===== config.mk =====
export PLATFORM = sky130hd
export DESIGN_NAME = note_player
export DESIGN_NICKNAME = d
export VERILOG_FILES = /design/src/rtl/note_player_pkg.sv /design/src/rtl/note_player_freq_rom.sv /design/src/rtl/note_player.sv
export SDC_FILE = /design/constraint.sdc
export NUM_CORES = 1
export LEC_CHECK = 0
export CAP_MARGIN = 20
export CORE_ASPECT_RATIO = 1.5
export CORE_UTILIZATION = 42
export CTS_BUF_LIST = sky130_fd_sc_hd__clkbuf_4
export DETAILED_ROUTE_END_ITERATION = 6
export SETUP_SLACK_MARGIN = 0.02
export SKIP_LAST_GASP = 1
export SLEW_MARGIN = 20
export SYNTH_ARGS = -nofsm -noshare
export SYNTH_HDL_FRONTEND = slang
export SYNTH_SLANG_ARGS = --single-unit

===== constraint.sdc =====
create_clock -name clk -period 3.02 [get_ports clk]
set_input_delay 0.302 -clock clk [delete_from_list [all_inputs] [get_ports clk]]
set_output_delay 0.302 -clock clk [all_outputs]
set_load 0.03 [all_outputs]

===== src/rtl/note_player_pkg.sv =====
// Shared definitions for the note player: FSM encoding, default widths and
// the note numbers with special meaning.
package note_player_pkg;

  localparam int PHASE_W_DEF  = 20;
  localparam int SAMPLE_W_DEF = 16;
  // Width of the phase slice used to address one full sine period.
  localparam int IDX_W        = 10;

  localparam logic [5:0] REST_NOTE = 6'd0;
  localparam logic [5:0] A4_NOTE   = 6'd49;

  typedef enum logic [1:0] {
    IDLE    = 2'd0,
    LOOKUP  = 2'd1,
    PLAYING = 2'd2
  } state_t;

endpackage


===== src/rtl/note_player_freq_rom.sv =====
// Note index to phase-step table. The step is the per-sample phase increment
// for a 2^20 phase wheel at 48 kHz: round(440 * 2^((n-49)/12) * 2^20 / 48000).
// Note 0 is a rest and yields a step of zero. The output is registered, so a
// new note's step is available one cycle after the note index changes.
module note_freq_rom
  import note_player_pkg::*;
#(
  parameter int STEP_W = PHASE_W_DEF
) (
  input  logic              clk,
  input  logic              reset,
  input  logic [5:0]        note_i,
  output logic [STEP_W-1:0] step_o
);

  logic [19:0]       step_d;
  logic [STEP_W-1:0] step_q;

  // Combinational table lookup, values generated offline.
  always_comb begin
    step_d = 20'd0;
    case (note_i)
      REST_NOTE: step_d = 20'd0;
      6'd1:  step_d = 20'd601;   6'd2:  step_d = 20'd636;   6'd3:  step_d = 20'd674;   6'd4:  step_d = 20'd714;
      6'd5:  step_d = 20'd757;   6'd6:  step_d = 20'd802;   6'd7:  step_d = 20'd850;   6'd8:  step_d = 20'd900;
      6'd9:  step_d = 20'd954;   6'd10: step_d = 20'd1010;  6'd11: step_d = 20'd1070;  6'd12: step_d = 20'd1134;
      6'd13: step_d = 20'd1201;  6'd14: step_d = 20'd1273;  6'd15: step_d = 20'd1349;  6'd16: step_d = 20'd1429;
      6'd17: step_d = 20'd1514;  6'd18: step_d = 20'd1604;  6'd19: step_d = 20'd1699;  6'd20: step_d = 20'd1800;
      6'd21: step_d = 20'd1907;  6'd22: step_d = 20'd2021;  6'd23: step_d = 20'd2141;  6'd24: step_d = 20'd2268;
      6'd25: step_d = 20'd2403;  6'd26: step_d = 20'd2546;  6'd27: step_d = 20'd2697;  6'd28: step_d = 20'd2858;
      6'd29: step_d = 20'd3028;  6'd30: step_d = 20'd3208;  6'd31: step_d = 20'd3398;  6'd32: step_d = 20'd3600;
      6'd33: step_d = 20'd3815;  6'd34: step_d = 20'd4041;  6'd35: step_d = 20'd4282;  6'd36: step_d = 20'd4536;
      6'd37: step_d = 20'd4806;  6'd38: step_d = 20'd5092;  6'd39: step_d = 20'd5395;  6'd40: step_d = 20'd5715;
      6'd41: step_d = 20'd6055;  6'd42: step_d = 20'd6415;  6'd43: step_d = 20'd6797;  6'd44: step_d = 20'd7201;
      6'd45: step_d = 20'd7629;  6'd46: step_d = 20'd8083;  6'd47: step_d = 20'd8563;  6'd48: step_d = 20'd9072;
      6'd49: step_d = 20'd9612;  6'd50: step_d = 20'd10184; 6'd51: step_d = 20'd10789; 6'd52: step_d = 20'd11431;
      6'd53: step_d = 20'd12110; 6'd54: step_d = 20'd12830; 6'd55: step_d = 20'd13593; 6'd56: step_d = 20'd14402;
      6'd57: step_d = 20'd15258; 6'd58: step_d = 20'd16165; 6'd59: step_d = 20'd17127; 6'd60: step_d = 20'd18145;
      6'd61: step_d = 20'd19224; 6'd62: step_d = 20'd20367; 6'd63: step_d = 20'd21578;
      default: step_d = 20'd0;
    endcase
  end

  // Register the looked-up step.
  always_ff @(posedge clk or posedge reset) begin
    if (reset) step_q <= '0;
    else       step_q <= STEP_W'(step_d);
  end

  assign step_o = step_q;

endmodule


===== src/rtl/note_player.sv =====
// Plays one note at a time: counts down its beats and turns sample requests
// into signed sine samples using a phase accumulator and an external
// quarter-wave ROM.
//
// Handshakes: new_note is accepted only in a cycle where player_ready is
// high; in any other cycle it is ignored. generate_next_sample is accepted
// when the sample pipeline is empty and answered exactly three cycles later
// by a one-cycle new_sample_ready with sample_out valid; requests arriving
// while a sample is in flight are dropped. done_with_note pulses for one
// cycle in the cycle the last beat is consumed.
module note_player
  import note_player_pkg::*;
#(
  parameter int PHASE_W  = PHASE_W_DEF,
  parameter int SAMPLE_W = SAMPLE_W_DEF
) (
  input  logic                clk,
  input  logic                reset,
  input  logic                play,
  input  logic                new_note,
  input  logic [5:0]          note,
  input  logic [5:0]          duration,
  input  logic                beat,
  input  logic                generate_next_sample,
  input  logic [SAMPLE_W-1:0] sine_data,
  output logic [7:0]          sine_addr,
  output logic [SAMPLE_W-1:0] sample_out,
  output logic                new_sample_ready,
  output logic                player_ready,
  output logic                done_with_note,
  output state_t              dbg_state_o
);

  state_t              state_q;
  logic [5:0]          note_q;
  logic [5:0]          remaining_q;
  logic                ready_q;
  logic [PHASE_W-1:0]  phase_q;
  logic [PHASE_W-1:0]  phase_d;
  logic [PHASE_W-1:0]  step;
  logic [IDX_W-1:0]    idx;
  logic [7:0]          addr_q;
  logic                s1_valid_q, s1_neg_q, s1_zero_q;
  logic                s2_valid_q, s2_neg_q, s2_zero_q;
  logic                nsr_q;
  logic [SAMPLE_W-1:0] sample_q;
  logic                done_w;
  logic                busy;
  logic                take;
  logic                advance;

  note_freq_rom #(.STEP_W(PHASE_W)) u_freq_rom (
    .clk    (clk),
    .reset  (reset),
    .note_i (note_q),
    .step_o (step)
  );

  // A zero-length note finishes at once; otherwise the beat that takes the
  // count from 1 to 0 finishes it.
  assign done_w = (state_q == PLAYING) &&
                  ((remaining_q == 6'd0) || ((remaining_q == 6'd1) && beat && play));

  // Note sequencing: latch in IDLE, one cycle for the step lookup, then play.
  always_ff @(posedge clk or posedge reset) begin
    if (reset) begin
      state_q     <= IDLE;
      note_q      <= REST_NOTE;
      remaining_q <= 6'd0;
      ready_q     <= 1'b1;
    end else begin
      case (state_q)
        IDLE: begin
          if (new_note) begin
            note_q      <= note;
            remaining_q <= duration;
            state_q     <= LOOKUP;
            ready_q     <= 1'b0;
          end
        end
        LOOKUP: state_q <= PLAYING;
        PLAYING: begin
          if (done_w) begin
            remaining_q <= 6'd0;
            state_q     <= IDLE;
            ready_q     <= 1'b1;
          end else if (beat && play) begin
            remaining_q <= remaining_q - 6'd1;
          end
        end
        default: begin
          state_q <= IDLE;
          ready_q <= 1'b1;
        end
      endcase
    end
  end

  // The output cycle counts as busy so requests need four-cycle spacing.
  assign busy    = s1_valid_q | s2_valid_q | nsr_q;
  assign take    = generate_next_sample & ~busy;
  assign advance = (state_q == PLAYING) & play;
  assign phase_d = advance ? (phase_q + step) : phase_q;
  assign idx     = phase_d[PHASE_W-1 -: IDX_W];

  // Three-stage sample pipeline: phase/address, ROM read, sign and output.
  // Whether a sample is silent is decided at issue, so later note changes
  // never alter a sample already in flight.
  always_ff @(posedge clk or posedge reset) begin
    if (reset) begin
      phase_q    <= '0;
      addr_q     <= 8'd0;
      s1_valid_q <= 1'b0;
      s1_neg_q   <= 1'b0;
      s1_zero_q  <= 1'b0;
      s2_valid_q <= 1'b0;
      s2_neg_q   <= 1'b0;
      s2_zero_q  <= 1'b0;
      nsr_q      <= 1'b0;
      sample_q   <= '0;
    end else begin
      if ((state_q == IDLE) && new_note) phase_q <= '0;
      else if (take && advance)          phase_q <= phase_d;
      s1_valid_q <= take;
      if (take) begin
        // Odd quadrants read the quarter wave backwards.
        addr_q    <= idx[8] ? ~idx[7:0] : idx[7:0];
        s1_neg_q  <= idx[9];
        s1_zero_q <= ~advance | (note_q == REST_NOTE);
      end
      s2_valid_q <= s1_valid_q;
      s2_neg_q   <= s1_neg_q;
      s2_zero_q  <= s1_zero_q;
      nsr_q      <= s2_valid_q;
      if (s2_valid_q) begin
        if (s2_zero_q)     sample_q <= '0;
        else if (s2_neg_q) sample_q <= -sine_data;
        else               sample_q <= sine_data;
      end
    end
  end

  assign sine_addr        = addr_q;
  assign sample_out       = sample_q;
  assign new_sample_ready = nsr_q;
  assign player_ready     = ready_q;
  assign done_with_note   = done_w;
  assign dbg_state_o      = state_q;

endmodule


==> metrics.txt, run 1 <==
library cells used by synthesis=71; pin count of the biggest net entering global routing=70; IO Pins=63; Worst R2R Start=phase_q[0]; pwr/cell area=927 mW/mm^2; DRC violations left=0; maxcap violations=0; WL final=14,700 um; RSZ-0062 raised after global routing=false; Inst Count DP=866; post-synthesis cell area=0.00560 mm^2; Core Util, Final=50.0%; Critical Path RT=3350 ps; first-pass GRT wire length=23,300 um; Startpoint Class=register; Placer Congestion=0.931; max-slew violation count=0; Vias per Instance=5.71; fmax=348 MHz; gr usage total=22.0%; Sink Count=81; CTS buffer count=9; Syn Inst Count=671; hold crit path type=in2async; Bufs on Longest Clock Path=2; share of cells above drive strength 1=8.43%; largest area contributor in the netlist=dfrtp_1; TritonCTS clock tree=yes; CP Max Fanout=5; Die Area=0.0138 mm^2; Crit path arrival time=3210 ps; Max-slew headroom=43.9%; total gr overflow=0; CTS H-tree depth=3; net count after synthesis=734; Core Region=0.0130 mm^2; # rows=51; Vias=5,050; top cells by area, synth=dfrtp_1, o21ai_0, ha_1, nand2_1, xor2_1; reg-to-reg slack, setup=140 ps; Layout Nets=783; vias in the first global route=4,839; clock skew=25.0 ps; synth cell count leaders=nand2_1, dfrtp_1, o21ai_0; clock root cell=clkbuf_4; DRT Pass-1 Iters=5; Routed wire per std cell=16.6 um; Die Ht=143 um; DRT iter0 DRCs=232; Crit. End Element=register; area share of the largest cell type after synthesis=35.8%; end point of the critical path=sine_addr[2]; DPL Wire Length=11,100 um; FF-to-FF End=sine_addr[2]; FILL cells=1,292; Tightest Pin Transition=841 ps; antenna violations before repair=1; Ys Warns=0; VDD IR max=0.000569 V; area delta synth->final=16.3%; Leakage Power=0.00268 uW; Setup crit start=phase_q[0]; Worst-path clk slew=130 ps; Initial Utilization=43.0%; DRT antenna net count=0; final hold violation count=0; status=finished clean; Post-synth EDFFs=0; FFs w/ async S/R, synth=100%; #FFs+latches synth=81; post-synthesis sequential area ratio=36.2%; ys flop type=dfrtp_1; syn_area_per_cell=8.34 um^2; Final Cycle Share=95.2%; post-route non-filler standard cell count=884; Die Wd=96.3 um; crit path kind=reg2reg; clock period minus worst slack=2880 ps; setup TNS=0 ps; FF-to-FF path depth=11; Worst-Skew Late Latency=450 ps; most frequent cell after synthesis=nand2_1; PortBufs=62; # setup viols final=0
[registers in the layout, indices dropped and copies added, names as in the netlist, 2 cells and up]
signal             flops
phase_q               20
sample_out            16
u_freq_rom.step_o     15
sine_addr              8
note_q                 6
remaining_q            6
dbg_state_o            2
[report_power, final]
group | total [uW] | switching (uW) | internal, uW
logic | 3800 | 2310 | 1490
clock network | 535 | 375 | 160
registers | 1700 | 275 | 1430
total | 6040 | 2960 | 3080
[routing by layer]
layer  vias to the layer above  GRT usage [%]  share of wire (%)
met5                         -              0                  0
met4                         0           10.9                3.7
met3                        41           2.70                3.0
met2                       130           41.2                 55
met1                      2396           23.5                 39
li1                       2483              -                  -
[through the flow]
| stage | power, uW | worst slack (ps) | hold WS (ps) | instance area, um^2 |
|---|---|---|---|---|
| 2_1_floorplan | 4370 | 351 | 347 | 5600 |
| 3_3_place_gp | 5420 | 204 | 357 | 6380 |
| 3_5_place_dp | 5490 | 139 | 366 | 6380 |
| 4_1_cts | 6040 | 109 | 213 | 6480 |
| 5_1_grt | 6550 | 23.0 | 267 | 6510 |
| 6_report | 6040 | 145 | 215 | 6510 |
[critical path, stage by stage (launching register included)]
cell,delay (ps)
dfrtp_1,390
ha_1,180
inv_1,60
fa_2,340
nand2b_1,180
a21oi_2,190
and2b_4,220
or4_4,490
a31oi_4,260
xnor2_4,200
xor2_1,180
o21ai_1,70
[timing repair]
action                     CTS  global route
setup endpoints to repair    0             7
setup buffers                0             1
hold buffers                 0             0
resized for setup            0             1
[worst min-delay path by stage]
stage / startpoint / end / slack [ps] / cells after the start
6_report: reset / phase_q[16] / 210 / 2
5_1_grt: reset / phase_q[13] / 270 / 2
4_1_cts: reset / phase_q[3] / 210 / 2
3_5_place_dp: s1_neg_q / s2_neg_q / 370 / 0
3_3_place_gp: s1_valid_q / s2_valid_q / 360 / 0
2_1_floorplan: s1_valid_q / s2_valid_q / 350 / 0
[placed cells by master, fill, tap and decap left out, types with 6 or more instances in the layout]
master,instances
a211oi_1,10
a21oi_1,43
a22o_1,6
and2_1,6
buf_4,16
clkbuf_4,9
clkdlybuf4s50_1,62
dfrtp_1,80
ha_1,28
inv_1,36
nand2_1,92
nand2b_1,6
nand3_1,31
nor2_1,36
nor2b_1,6
o211ai_1,7
o21a_1,7
o21ai_0,78
o21ai_1,8
o22ai_1,19
o31ai_1,9
xnor2_1,13
xor2_1,25
[cells by family (layout without fill, tap and decap cells)]
logic type | count (synthesis) | in the layout | synth area share [%]
xor+xnor | 39 | 40 | 6.44
flops | 81 | 81 | 36.2
simple gates | 212 | 212 | 17.9
fa+ha+maj | 29 | 29 | 6.62
compound gates | 219 | 219 | 23.9
mux | 10 | 10 | 2.93
other cells | 0 | 1 | 0
buf+inv | 81 | 133 | 5.99
[area by class of cell]
type                    instances  area, um^2  area share [%]
multi-input cells             510        3250            50.0
flip-flops and latches         81        2030            31.1
repair buffers                 80         781            12.0
well taps                     159         199            3.06
inverters                      38         144            2.21
clock buffers                   9        67.6            1.04
clock inverters                 6        36.3           0.557
diodes                          1        2.50          0.0384
(Power assumes the default switching activity.)
==> run 2: changes to the inputs <==
SYNTH_HIERARCHICAL = 1   (was not set)
==> metrics.txt, run 2 <==
status=finished clean; TritonCTS clock tree=yes; Worst-path clk slew=140 ps; slowest cell delay on critical path=660 ps; Hold Slack=248 ps; top cells by area, synth=dfrtp_1, ha_1, nand2_1, xor2_1, o21ai_0; most flop-heavy register=phase_q; Core Util, Final=49.8%; Placer Congestion=0.929; Ys Warns=21; first-pass GRT wire length=25,700 um; maxcap violations=0; crit path kind=reg2reg; slowest CP cell=a2111oi_0; Syn Inst Count=698; Layout Nets=819; Largest register FFs=20; # setup viols final=0; WL final=15,500 um; #FFs+latches synth=81; RSZ-0062 raised after global routing=false; Core Region=0.0137 mm^2; DRT iter0 DRCs=203; most common cell after layout, fill and taps aside=dfrtp_1; antenna violations before repair=1; Vias per Instance=5.92; CTS H-tree depth=3; gr usage total=21.9%; Bufs on Longest Clock Path=2; pwr/cell area=993 mW/mm^2; share of cells above drive strength 1=8.60%; CTS buffer count=9; post-route setup slack=313 ps; pin count of the biggest net entering global routing=38; total gr overflow=0; Worst-Skew Late Latency=450 ps; area share of the largest cell type after synthesis=33.7%; DPL Wire Length=11,500 um; syn_area_per_cell=8.51 um^2; fmax=369 MHz; clock root cell=clkbuf_4; DRT antenna net count=0; PortBufs=62; ys flop type=dfrtp_1; FFs w/ async S/R, synth=100%; area delta synth->final=14.6%; Sink Count=81; post-synthesis sequential area ratio=34.1%; setup TNS=0 ps; synth cell count leaders=dfrtp_1, nand2_1, o21ai_0; VDD IR max=0.000707 V; Crit path arrival time=3030 ps; Tightest Pin Transition=1000 ps; final hold violation count=0; # rows=52; hold crit path type=in2async; Die Ht=148 um; Routed wire per std cell=16.8 um; Crit. End Element=register; clock period minus worst slack=2710 ps; max-slew violation count=0; Post-synth EDFFs=0; Critical Path RT=3340 ps; largest area contributor in the netlist=dfrtp_1; library cells used by synthesis=82; vias in the first global route=5,368; clock skew=23.2 ps; worst path cell trace=ha_1, nand2_1, o21ai_0, nor2_1, a2111oi_0, nor4_1, nor3_2, xnor2_1, o21ai_1; most frequent cell after synthesis=dfrtp_1; Place WS=190 ps; Leakage Power=0.00285 uW; Final Cycle Share=89.6%; total power=6760 uW; Die Area=0.0146 mm^2; Startpoint Class=register; Vias=5,443; Max-slew headroom=33.4%; most frequent cells in the layout=dfrtp_1, nand2_1, clkdlybuf4s50_1; post-synthesis cell area=0.00594 mm^2; DRC violations left=0; Die Wd=99.1 um; CP Max Fanout=8; IO Pins=63; Initial Utilization=43.5%; DRT Pass-1 Iters=5
run 2: cell count changes after synthesis, sizes merged, moves of 7 or more:
cell    change
xnor2       -9
nor3        +8
inv        +10
o21ai      -22
clkbuf     -15
mux2i       +7
buf        +18
nand2      -14
run 2: repair_timing:
action / CTS / global route
setup buffers: 0 / 1
endpoints found under the setup margin: 0 / 6
hold buffers: 0 / 0
gates resized for setup: 0 / 1
run 2: routing by layer:
metal,track usage (%),part of all wire [%],up-vias
met2,40.9,53,169
li1,-,-,2630
met5,0,0,-
met3,2.60,4.6,41
met4,10.7,3.6,0
met1,24.3,38,2603
run 2: worst max-delay path, delay by kind of cell (launching register included):
kind | cells | cell delay [ps]
flops | 1 | 430
simple gates | 4 | 560
compound gates | 3 | 1020
xor+xnor | 1 | 140
fa+ha+maj | 1 | 450
run 2: metrics by stage:
stage | instance area [um^2] | std cells
5_1_grt | 6810 | 919
3_5_place_dp | 6670 | 901
4_1_cts | 6780 | 917
2_1_floorplan | 5960 | 702
6_report | 6810 | 919
3_3_place_gp | 6670 | 901
run 2: logic make-up after synthesis:
kind of cell               synth area share (%)
AOI/OAI and AO/OA                          24.1
xor gates and xnor gates                   5.16
adders and majority gates                  7.29
and+or+nand+nor                            18.3
muxes                                      3.62
buffers and inverters                      7.33
DFF                                        34.1
other                                    0.0631
run 2: final timing paths:
| kind | startpoint | to | slack, ps | cells past startpoint |
|---|---|---|---|---|
| worst max register to register | phase_q[10] | s1_neg_q | 310 | 9 |
| worst max-delay path | phase_q[10] | s1_neg_q | 310 | 9 |
| worst min register to register | s1_valid_q | s2_valid_q | 380 | 0 |
| min in group clk | note[0] | note_q[0] | 360 | 3 |
| worst min-delay path | reset | u_freq_rom/step_o[13] | 250 | 2 |
| max in group asynchronous | reset | s1_neg_q | 1880 | 3 |
run 2: power breakdown:
group | internal [uW] | switching, uW | total, uW
clock network | 171 | 383 | 554
registers | 1480 | 350 | 1830
logic | 1760 | 2620 | 4380
run 2: layout make-up:
type                            instances  area, um^2
Fill cell                            1308        6850
Multi-Input combinational cell        528        3490
Sequential cell                        81        2030
Timing Repair Buffer                   83         793
Tap cell                              162         203
Inverter                               48         180
Clock buffer                           10        75.1
Clock inverter                          6        35.0
Antenna cell                            1        2.50
